**src/rtl/blit_loop_seq.sv**
```systemverilog
// blit_loop_seq - blitter inner/outer loop sequencer.
//
// Owns the inner pixel counter and runs each row in this order: the inner
// run, then the optional A1 and A2 pointer-update phases, then the outer
// decrement. It drives the outer counter's decrement enable and reads back
// its zero flag to decide when the blit is finished.
//
// Optional feature: define LOOP_STOP_EN to add the stop/abort inputs.
//
// Ports:
//   sys_clk, reset      clock, asynchronous active-high reset
//   clk_en              advance enable; nothing changes while it is low
//   countld, gpu_din    count register write (gpu_din[ICNT_W-1:0] = inner count)
//   go, upda1, upda2    start a blit; per-row A1/A2 update enables (latched at go)
//   step, stepcnt       data path accepted a step consuming stepcnt pixels
//   outer0              outer counter is zero
//   stop, abort         (LOOP_STOP_EN only) freeze the inner run / cancel the blit
//   ocntena             one-cycle outer decrement enable
//   inner0, icount      inner count is zero / current inner count
//   a1upd, a2upd        one-cycle pointer update pulses
//   busy, done          not idle / one-cycle completion pulse
module blit_loop_seq #(
    parameter int ICNT_W = 16,
    parameter int STEP_W = 4
) (
    input  logic              sys_clk,
    input  logic              reset,
    input  logic              clk_en,
    input  logic              countld,
    input  logic [31:0]       gpu_din,
    input  logic              go,
    input  logic              upda1,
    input  logic              upda2,
    input  logic              step,
    input  logic [STEP_W-1:0] stepcnt,
    input  logic              outer0,
`ifdef LOOP_STOP_EN
    input  logic              stop,
    input  logic              abort,
`endif
    output logic              ocntena,
    output logic              inner0,
    output logic [ICNT_W-1:0] icount,
    output logic              a1upd,
    output logic              a2upd,
    output logic              busy,
    output logic              done
);

    typedef enum logic [2:0] {
        S_IDLE  = 3'd0,
        S_INNER = 3'd1,
        S_UPD1  = 3'd2,
        S_UPD2  = 3'd3,
        S_ODEC  = 3'd4,
        S_OCHK  = 3'd5
    } state_t;

    state_t              state_q, state_d;
    logic [ICNT_W-1:0]   icount_q, icount_d;
    logic [ICNT_W-1:0]   iload_q, iload_d;
    logic                upd1_q, upd1_d;
    logic                upd2_q, upd2_d;
    logic                ocntena_q, ocntena_d;
    logic                a1upd_q, a1upd_d;
    logic                a2upd_q, a2upd_d;
    logic                busy_q, busy_d;
    logic                done_q, done_d;
    logic [ICNT_W-1:0]   step_amt_s;

    // First state after the inner run (or in place of it for a zero-width row).
    function automatic state_t row_end_state(input logic u1, input logic u2);
        if (u1) begin
            return S_UPD1;
        end else if (u2) begin
            return S_UPD2;
        end else begin
            return S_ODEC;
        end
    endfunction

    // Pixels consumed by the current step; a stepcnt of zero still consumes one.
    always_comb begin
        step_amt_s = {{(ICNT_W-STEP_W){1'b0}}, stepcnt};
        if (stepcnt == {STEP_W{1'b0}}) begin
            step_amt_s = {{(ICNT_W-1){1'b0}}, 1'b1};
        end else begin
            step_amt_s = {{(ICNT_W-STEP_W){1'b0}}, stepcnt};
        end
    end

    // Next-state, counter and output-register logic.
    always_comb begin
        state_d  = state_q;
        icount_d = icount_q;
        iload_d  = iload_q;
        upd1_d   = upd1_q;
        upd2_d   = upd2_q;
        done_d   = 1'b0;

        case (state_q)
            S_IDLE: begin
                if (go) begin
                    upd1_d = upda1;
                    upd2_d = upda2;
                    if (outer0) begin
                        done_d = 1'b1;               // zero rows: finish at once
                    end else if (iload_q == {ICNT_W{1'b0}}) begin
                        icount_d = iload_q;
                        state_d  = row_end_state(upda1, upda2);
                    end else begin
                        icount_d = iload_q;
                        state_d  = S_INNER;
                    end
                end else begin
                    state_d = S_IDLE;
                end
            end
            S_INNER: begin
                // A count register write takes the cycle; the step is not applied.
                if (step && !countld) begin
                    if (step_amt_s >= icount_q) begin
                        icount_d = {ICNT_W{1'b0}};   // saturate instead of wrapping
                        state_d  = row_end_state(upd1_q, upd2_q);
                    end else begin
                        icount_d = icount_q - step_amt_s;
                    end
                end else begin
                    icount_d = icount_q;
                end
            end
            S_UPD1: begin
                state_d = upd2_q ? S_UPD2 : S_ODEC;
            end
            S_UPD2: begin
                state_d = S_ODEC;
            end
            S_ODEC: begin
                state_d = S_OCHK;
            end
            S_OCHK: begin
                // outer0 now reflects the decrement issued from S_ODEC.
                if (outer0) begin
                    done_d  = 1'b1;
                    state_d = S_IDLE;
                end else if (iload_q == {ICNT_W{1'b0}}) begin
                    icount_d = iload_q;
                    state_d  = row_end_state(upd1_q, upd2_q);
                end else begin
                    icount_d = iload_q;
                    state_d  = S_INNER;
                end
            end
            default: begin
                state_d  = S_IDLE;
                icount_d = {ICNT_W{1'b0}};
            end
        endcase

        if (countld) begin
            iload_d = gpu_din[ICNT_W-1:0];
            if (state_q == S_IDLE) begin
                icount_d = gpu_din[ICNT_W-1:0];
            end else begin
                icount_d = icount_d;
            end
        end else begin
            iload_d = iload_q;
        end

`ifdef LOOP_STOP_EN
        // abort beats stop; neither produces a done pulse.
        if (abort && (state_q != S_IDLE)) begin
            state_d  = S_IDLE;
            icount_d = iload_q;
            done_d   = 1'b0;
        end else if (stop && (state_q == S_INNER)) begin
            state_d  = S_INNER;
            icount_d = icount_q;
        end else begin
            state_d  = state_d;
        end
`endif

        // Pulses are Moore outputs of the next state, so each lasts one enabled cycle.
        ocntena_d = (state_d == S_ODEC);
        a1upd_d   = (state_d == S_UPD1);
        a2upd_d   = (state_d == S_UPD2);
        busy_d    = (state_d != S_IDLE);
    end

    // State and output registers; everything holds while clk_en is low.
    always_ff @(posedge sys_clk or posedge reset) begin
        if (reset) begin
            state_q   <= S_IDLE;
            icount_q  <= {ICNT_W{1'b0}};
            iload_q   <= {ICNT_W{1'b0}};
            upd1_q    <= 1'b0;
            upd2_q    <= 1'b0;
            ocntena_q <= 1'b0;
            a1upd_q   <= 1'b0;
            a2upd_q   <= 1'b0;
            busy_q    <= 1'b0;
            done_q    <= 1'b0;
        end else if (clk_en) begin
            state_q   <= state_d;
            icount_q  <= icount_d;
            iload_q   <= iload_d;
            upd1_q    <= upd1_d;
            upd2_q    <= upd2_d;
            ocntena_q <= ocntena_d;
            a1upd_q   <= a1upd_d;
            a2upd_q   <= a2upd_d;
            busy_q    <= busy_d;
            done_q    <= done_d;
        end
    end

    assign ocntena = ocntena_q;
    assign a1upd   = a1upd_q;
    assign a2upd   = a2upd_q;
    assign busy    = busy_q;
    assign done    = done_q;
    assign icount  = icount_q;
    assign inner0  = (icount_q == {ICNT_W{1'b0}});

endmodule
```
**config.mk**
```make
export PLATFORM = sky130hd
export DESIGN_NAME = blit_loop_seq
export DESIGN_NICKNAME = d
export VERILOG_FILES = /design/src/rtl/blit_loop_seq.sv
export SDC_FILE = /design/constraint.sdc
export NUM_CORES = 1
export LEC_CHECK = 0
export ABC_AREA = 1
export ABC_CLOCK_PERIOD_IN_PS = 4900
export CAP_MARGIN = 20
export CORE_MARGIN = 4
export CORE_UTILIZATION = 50
export CTS_CLUSTER_DIAMETER = 120
export CTS_CLUSTER_SIZE = 12
export DETAILED_ROUTE_END_ITERATION = 8
export MAX_ROUTING_LAYER = met4
export PLACE_DENSITY = 0.82
export SLEW_MARGIN = 40
export SYNTH_ARGS = -nofsm -noshare
export SYNTH_HDL_FRONTEND = slang
export SYNTH_SLANG_ARGS = --single-unit
```
**constraint.sdc**
```tcl
create_clock -name sys_clk -period 4.9 [get_ports sys_clk]
set_clock_uncertainty 0.1 [all_clocks]
set_input_delay 0.49 -clock sys_clk [delete_from_list [all_inputs] [get_ports sys_clk]]
set_output_delay 0.49 -clock sys_clk [all_outputs]
set_load 0.1 [all_outputs]
```
---- Yosys cells after proc, flatten, opt, wreduce, memory -nomap -nowiden ----
Cells that the tools add are included.
operators by class
  add/subtract/negate cells ............... 1
  $lt $le $gt $ge ......................... 1
  eq/ne operators ......................... 8
  muxes and demuxes ....................... 23
  reduce and logical (&&, ||, !) cells .... 10
operators with widths
  kind                                           number
  2-to-1 mux 16 bit                              6
  one-hot mux 16 bit (4 select lines)            1
  2-to-1 mux 3 bit                               11
  zero test 16 bit                               2
  one-hot mux 3 bit (6 select lines)             1
  greater-or-equal comparator 16 bit             1
  subtractor 16 bit                              1
  == test 3 x 2 -> 1 bit, second input constant  4
  == test 3 bit, second input constant           3
  zero test 4 bit                                1
  2-to-1 mux 4 bit                               1
  == test 3 x 1 -> 1 bit, second input constant  1
  zero test 3 bit                                1
  AND reduction 3 bit                            1
  nonzero test 3 bit                             1
  OR reduction 3 bit                             1
  2-to-1 mux 1 bit                               2
  one-hot mux 1 bit (2 select lines)             1
  AND reduction 2 bit                            1
  logical AND 1 bit                              1
  zero test 1 bit                                1
storage, ports and cells
  register bits after elaboration ......... 42
  bits of input ports ..................... 45
  output and inout port bits .............. 22
  logic and storage cells ................. 53

---- Logic depth before layout (Yosys ltp) ----
  word-level depth ........................ 8
  depth in mapped cells ................... 17
  depth with buffers taken out ............ 17

---- Worst setup path after synthesis ----
No wires, ideal clock.
  path type ............................... flip-flop to output port
  start point ............................. register icount_q[4] (netlist: icount[4])
  end point ............................... output inner0
  data arrival time ....................... 4,196 ps
  data required time ...................... 4,310 ps
  path slack .............................. 114 ps
  stages on the path, launching flop included .. 6
  path buffers ............................ 0
  cell sequence ........................... dfrtp_1 -> nor2_2 -> nand2_1 -> nor2_4 -> nand2_1 -> nor4_1
between the ends
  word-level cells in the longest chain between the ends .. 1
ends and longest elaborated chain
  what                    line  RTL
  start, declared         60    logic [ICNT_W-1:0] icount_q, icount_d;
  start signal, assigned  196   icount_q <= {ICNT_W{1'b0}};
  start signal, assigned  207   icount_q <= icount_d;
  zero test 16 bit        225   assign inner0 = (icount_q == {ICNT_W{1'b0}});
  end, declared           42    output logic inner0,
No other way between the ends.

---- Final worst setup path ----
  start point ............................. input stepcnt[1]
  end point ............................... register state_q[0]
between the ends
  word-level cells in the longest chain between the ends .. 6
ends and longest elaborated chain
  what                                    line  RTL
  start, declared                         35    input logic [STEP_W-1:0] stepcnt,
  zero test 4 bit                         85    if (stepcnt == {STEP_W{1'b0}}) begin
  2-to-1 mux 4 bit (*)                    85
  greater-or-equal comparator 16 bit (*)  122   if (step_amt_s >= icount_q) begin
  2-to-1 mux 3 bit (*)                    122
  2-to-1 mux 3 bit (*)                    121   if (step && !countld) begin
  one-hot mux 3 bit (6 select lines) (*)  101   case (state_q)
  end signal, assigned                    206   state_q <= state_d;
  end, declared                           59    state_t state_q, state_d;
Mark *: on every way between the ends. The rest lies on a longest branch, timed or not.
A chain may end at the register's enable or synchronous reset.

==> results <==
- The flow ran to the end, and the final reports show no timing, DRC or antenna violations.
- The post-layout minimum cycle time is roughly 2.8 ns.
- In the final layout, the multi-input gates occupy 0.00167 mm^2.
- The cell-internal power is roughly 0.00087 W.
- The fraction of registers with async set or reset after synthesis is between 90% and 100%.
- The placeable core area is 0.00599 mm^2.
- The footprint of the flip-flops and latches is approximately 0.0011 mm^2.
- Measured along the x axis, the die boundary spans a little under 90 um.
- Entering global routing, the biggest net connects 43 pins.
- The worst min-delay path class is flop to flop.
- The height of the chip is about 87 um.
- The first-pass GRT wire length is roughly 14,000 um.
- The count of fill cells added during filler insertion is 570.
- The cell area reported after detailed placement is 0.00353 mm^2.
- The total power density per cell area is 557 mW/mm^2.
- The I/O pin count is 67.
- In this run, post-CTS repair resized a total of 0 instances.
- The total overflow left after global routing is 0.
- The origin of the worst min-delay path is iload_q[13]$_DFFE_PP0P_.
- Setup violations remaining at the end of the flow were counted as 0.
- For met2 alone, demand over resource in global routing was a little over a third.
- The post-route antenna net violation count is 0.
- The final hold slack is between 0.3 and 0.4 ns.
- Counting flops with a built-in enable in the synthesized netlist gives 0.
- The number of optimization iterations in the first detailed-route pass is 5.
- Setup repair after global routing left no endpoint under its margin.
- The post-cts hold buffer count is 0.
- The number of synthesized register bits is 42.
- The number of distinct library cells after synthesis is 36.
- The worst-case headroom to the max-slew limit is between 60% and 70%.
- The number of warnings printed during yosys synthesis is 0.
- The CTS tree is done.
- The count of pins over their slew limit is 0.
- The met3 routing resource usage after global routing is 3.03%.
- Relative to the synthesized area, the layout overhead comes to 17.3%.
- The via count of the first global-routing pass is just over 3,000.
- The worst register-to-register path has a setup slack of approximately 2.5 ns.
- The layer carrying the most global-route usage is met1.
- The count of maximum capacitance violations is 0.
- Data on the critical path arrives at its endpoint at 2.85 ns.
- The share of total power in the clock network is between 10 and 15%.
- Per report_power, the combinational group accounts for a little under three fifths of the total.
- The post-synthesis average cell area is 6.48 um^2.
- The via density per instance is about 5.2.
- The number of cells on the worst hold path is 2.
- The class of the most critical setup path is input pin to flop.
- The first routing iteration left about 330 violations.
- The clock net sink count is 42.
- The number of setup buffers added after CTS is 0.
- For this run, the top clock speed supported by timing is ~0.36 GHz.
- The pin slew with the least headroom to its limit is between 0.5 and 0.6 ns.
- The number of nets in the synthesized netlist is 530.
- The DRC violations left is 0.
- The net switching power figure is 0.00116 W.
- The number of placement rows is 28.
- The sequential fraction of design power is around 29%.
- The global routing usage summed across all routing layers is 23.9%.
- The number of buffers between clock root and the deepest sink is 2.
- In the final design database the tool counted 577 nets.
- Across the VDD grid, the largest voltage drop is ~0.00057 V.
- The root buffer cell chosen for the clock tree is sky130_fd_sc_hd__clkbuf_8.
- The final-report hold violation count came to 0.
- The reg-to-reg critical path startpoint is icount[0]$_DFFE_PP0P_.
- Cells with a size suffix above 1 make up about 14% of the layout.
- The kind of end point of the critical path is a flop.
- STA classifies the critical path startpoint as an input pin.
- The number of cells produced by synthesis is 480.
- 0 antenna diodes ended up in the layout.
- In this run the worst setup path begins at stepcnt[1].
- After routing the design area is approximately 0.0036 mm^2.
- In the synthesized netlist the dominant register cell turns out to be sky130_fd_sc_hd__dfrtp_1.
- The detailed-route wire length per cell is 13.7 um.
- Measured in cells, the most critical reg-to-reg path has a length of 14.
- The post-route setup TNS is 0 ns.
- The worst path uses about 57% of the clock period.
- The number of buffers added on ports is 50.
- The area of the die is 0.00755 mm^2.
- For this design the static power due to leakage is 1.88 nW.
- The routed layout has roughly 3,200 vias.
- Along the worst path, the maximum fanout reaches 13.
- The initial utilization of the core area, before any placement, comes to about half.
- After legalization and detailed placement, the total HPWL measured 6140 um.
- OpenSTA, run right after detailed placement, puts the worst setup slack at approximately 1.8 ns.
- The final worst-path setup slack is roughly 2.1 ns.
- The met1 usage is between 30 and 40%.
- The post-synthesis cell area is a little over 0.003 mm^2.
- The clock reaches the later pin of the worst-skew pair after 0.30 ns.
- Data on the critical path is required at its endpoint by about 5 ns.
- The number of antenna violations at the first check in global routing was 0.
- The global placement routability congestion is about 0.90.
- The sum of routed wire length over all layers is between 8000 and 9000 um.
- Counting the buffers created by CTS gives 5.
- In this run switching power makes up between 50 and 60% of total power.
- Sequential cells were found to cover around a third of the synthesized design area.
- The clock-pin slew on the worst setup and hold paths is ~0.090 ns.
- The post-layout utilization of the core is 60.9%.
- The count of H-tree levels built during CTS is 2.
-- cells in the mapped netlist, types with 2 or more instances --
master,number,area share (%)
sky130_fd_sc_hd__a21oi_1,21,3.4
sky130_fd_sc_hd__a21oi_2,11,3.1
sky130_fd_sc_hd__buf_6,3,1.1
sky130_fd_sc_hd__clkbuf_1,6,0.72
sky130_fd_sc_hd__dfrtp_1,42,34
sky130_fd_sc_hd__ha_1,4,1.6
sky130_fd_sc_hd__inv_1,75,9.1
sky130_fd_sc_hd__inv_2,8,0.97
sky130_fd_sc_hd__nand2_1,121,15
sky130_fd_sc_hd__nand2_2,4,0.80
sky130_fd_sc_hd__nand3_1,31,5.0
sky130_fd_sc_hd__nand4_1,9,1.8
sky130_fd_sc_hd__nor2_1,62,7.5
sky130_fd_sc_hd__nor2_2,8,1.6
sky130_fd_sc_hd__nor2_4,2,0.72
sky130_fd_sc_hd__nor3_1,3,0.48
sky130_fd_sc_hd__o21ai_0,43,6.9
sky130_fd_sc_hd__o21ai_1,4,0.64
sky130_fd_sc_hd__o21bai_1,2,0.48
sky130_fd_sc_hd__o22ai_1,2,0.40
sky130_fd_sc_hd__or2_2,3,0.60
sky130_fd_sc_hd__xnor2_1,2,0.56
-- flip-flops by register name, summed over array words and instances, names as in the netlist --
register  cells
a1upd         1
a2upd         1
busy          1
done          1
icount       16
iload_q      16
ocntena       1
state_q       3
upd1_q        1
upd2_q        1
-- final cells by class --
class                      instances  share of cell area, %
sequential                        42                   28.8
multi-input combinational        342                   45.8
inverter                          84                   8.64
timing repair buffer              52                   11.1
clock buffer                       5                   1.89
tap                               75                   2.57
clock inverter                     3                   1.23
-- critical path, cell delays in order --
cell and delay [ns]:
sky130_fd_sc_hd__clkdlybuf4s50_1 0.40, sky130_fd_sc_hd__inv_1 0.12, sky130_fd_sc_hd__a31o_2 0.16, sky130_fd_sc_hd__ha_1 0.13, sky130_fd_sc_hd__inv_1 0.06, sky130_fd_sc_hd__fa_1 0.39, sky130_fd_sc_hd__nand2_1 0.09, sky130_fd_sc_hd__nand2_1 0.07
sky130_fd_sc_hd__nand3_1 0.09, sky130_fd_sc_hd__nand3_1 0.15, sky130_fd_sc_hd__nand2_1 0.11, sky130_fd_sc_hd__nand2_2 0.17, sky130_fd_sc_hd__inv_1 0.09, sky130_fd_sc_hd__nand2_1 0.13, sky130_fd_sc_hd__nand2_1 0.11, sky130_fd_sc_hd__o21ai_0 0.08
-- kinds of logic after synthesis --
family / Yosys count / synth area share, %
buffers and inverters: 96 / 12.6
AO/OA/AOI/OAI: 87 / 16.1
flip-flops: 42 / 33.8
adder cells (fa/ha/maj): 5 / 2.25
XOR/XNOR: 2 / 0.563
AND/OR/NAND/NOR: 248 / 34.7
-- cell usage in the layout (no fill, tap or decap), types with 2 or more instances in the layout --
cell type and count:
sky130_fd_sc_hd__a21oi_1 21, sky130_fd_sc_hd__nand4_1 9, sky130_fd_sc_hd__nand2_1 120, sky130_fd_sc_hd__a21oi_2 11, sky130_fd_sc_hd__nor2_4 2, sky130_fd_sc_hd__o21ai_0 43, sky130_fd_sc_hd__nor3_1 3, sky130_fd_sc_hd__dfrtp_1 42
sky130_fd_sc_hd__buf_2 22, sky130_fd_sc_hd__inv_2 8, sky130_fd_sc_hd__nor2_2 8, sky130_fd_sc_hd__o21ai_1 4, sky130_fd_sc_hd__or2_2 3, sky130_fd_sc_hd__nand3_1 31, sky130_fd_sc_hd__clkbuf_8 5, sky130_fd_sc_hd__buf_4 2
sky130_fd_sc_hd__clkinvlp_4 2, sky130_fd_sc_hd__nand2_2 5, sky130_fd_sc_hd__xnor2_1 2, sky130_fd_sc_hd__clkdlybuf4s50_1 28, sky130_fd_sc_hd__o22ai_1 2, sky130_fd_sc_hd__ha_1 4, sky130_fd_sc_hd__o21bai_1 2, sky130_fd_sc_hd__nor2_1 62
sky130_fd_sc_hd__inv_1 75
-- layer usage --
| layer | vias up | wire, um |
|---|---|---|
| li1 | 1604 | - |
| met1 | 1423 | 4020 |
| met2 | 121 | 3550 |
| met3 | 9 | 582 |
| met4 | 0 | 102 |
| met5 | - | 0 |
-- path summary, 6_finish.rpt --
| check | end |
|---|---|
| max reg2reg | state_q[0]$_DFFE_PP0P_ |
| max in group asynchronous | icount[10]$_DFFE_PP0P_ |
| min reg2reg | iload_q[13]$_DFFE_PP0P_ |
| min | iload_q[13]$_DFFE_PP0P_ |
| max | state_q[0]$_DFFE_PP0P_ |
| min in group asynchronous | state_q[2]$_DFFE_PP0P_ |
-- metrics by stage --
| step | total power, W | cells |
|---|---|---|
| global placement | 0.00178 | 595 |
| finish | 0.00203 | 603 |
| CTS | 0.00203 | 603 |
| detailed placement | 0.00174 | 595 |
| global route | 0.00217 | 603 |
| floorplan | 0.00151 | 480 |
-- power by group through the flow --
stage | registers (W) | logic [W] | clock network [W]
floorplan | 0.00100 | 0.000512 | 0
global placement | 0.000583 | 0.00120 | 0
detailed placement | 0.000585 | 0.00116 | 0
CTS | 0.000580 | 0.00116 | 0.000288
global route | 0.000600 | 0.00127 | 0.000300
finish | 0.000582 | 0.00116 | 0.000286
Note: power is estimated with default switching activity, not from simulation.
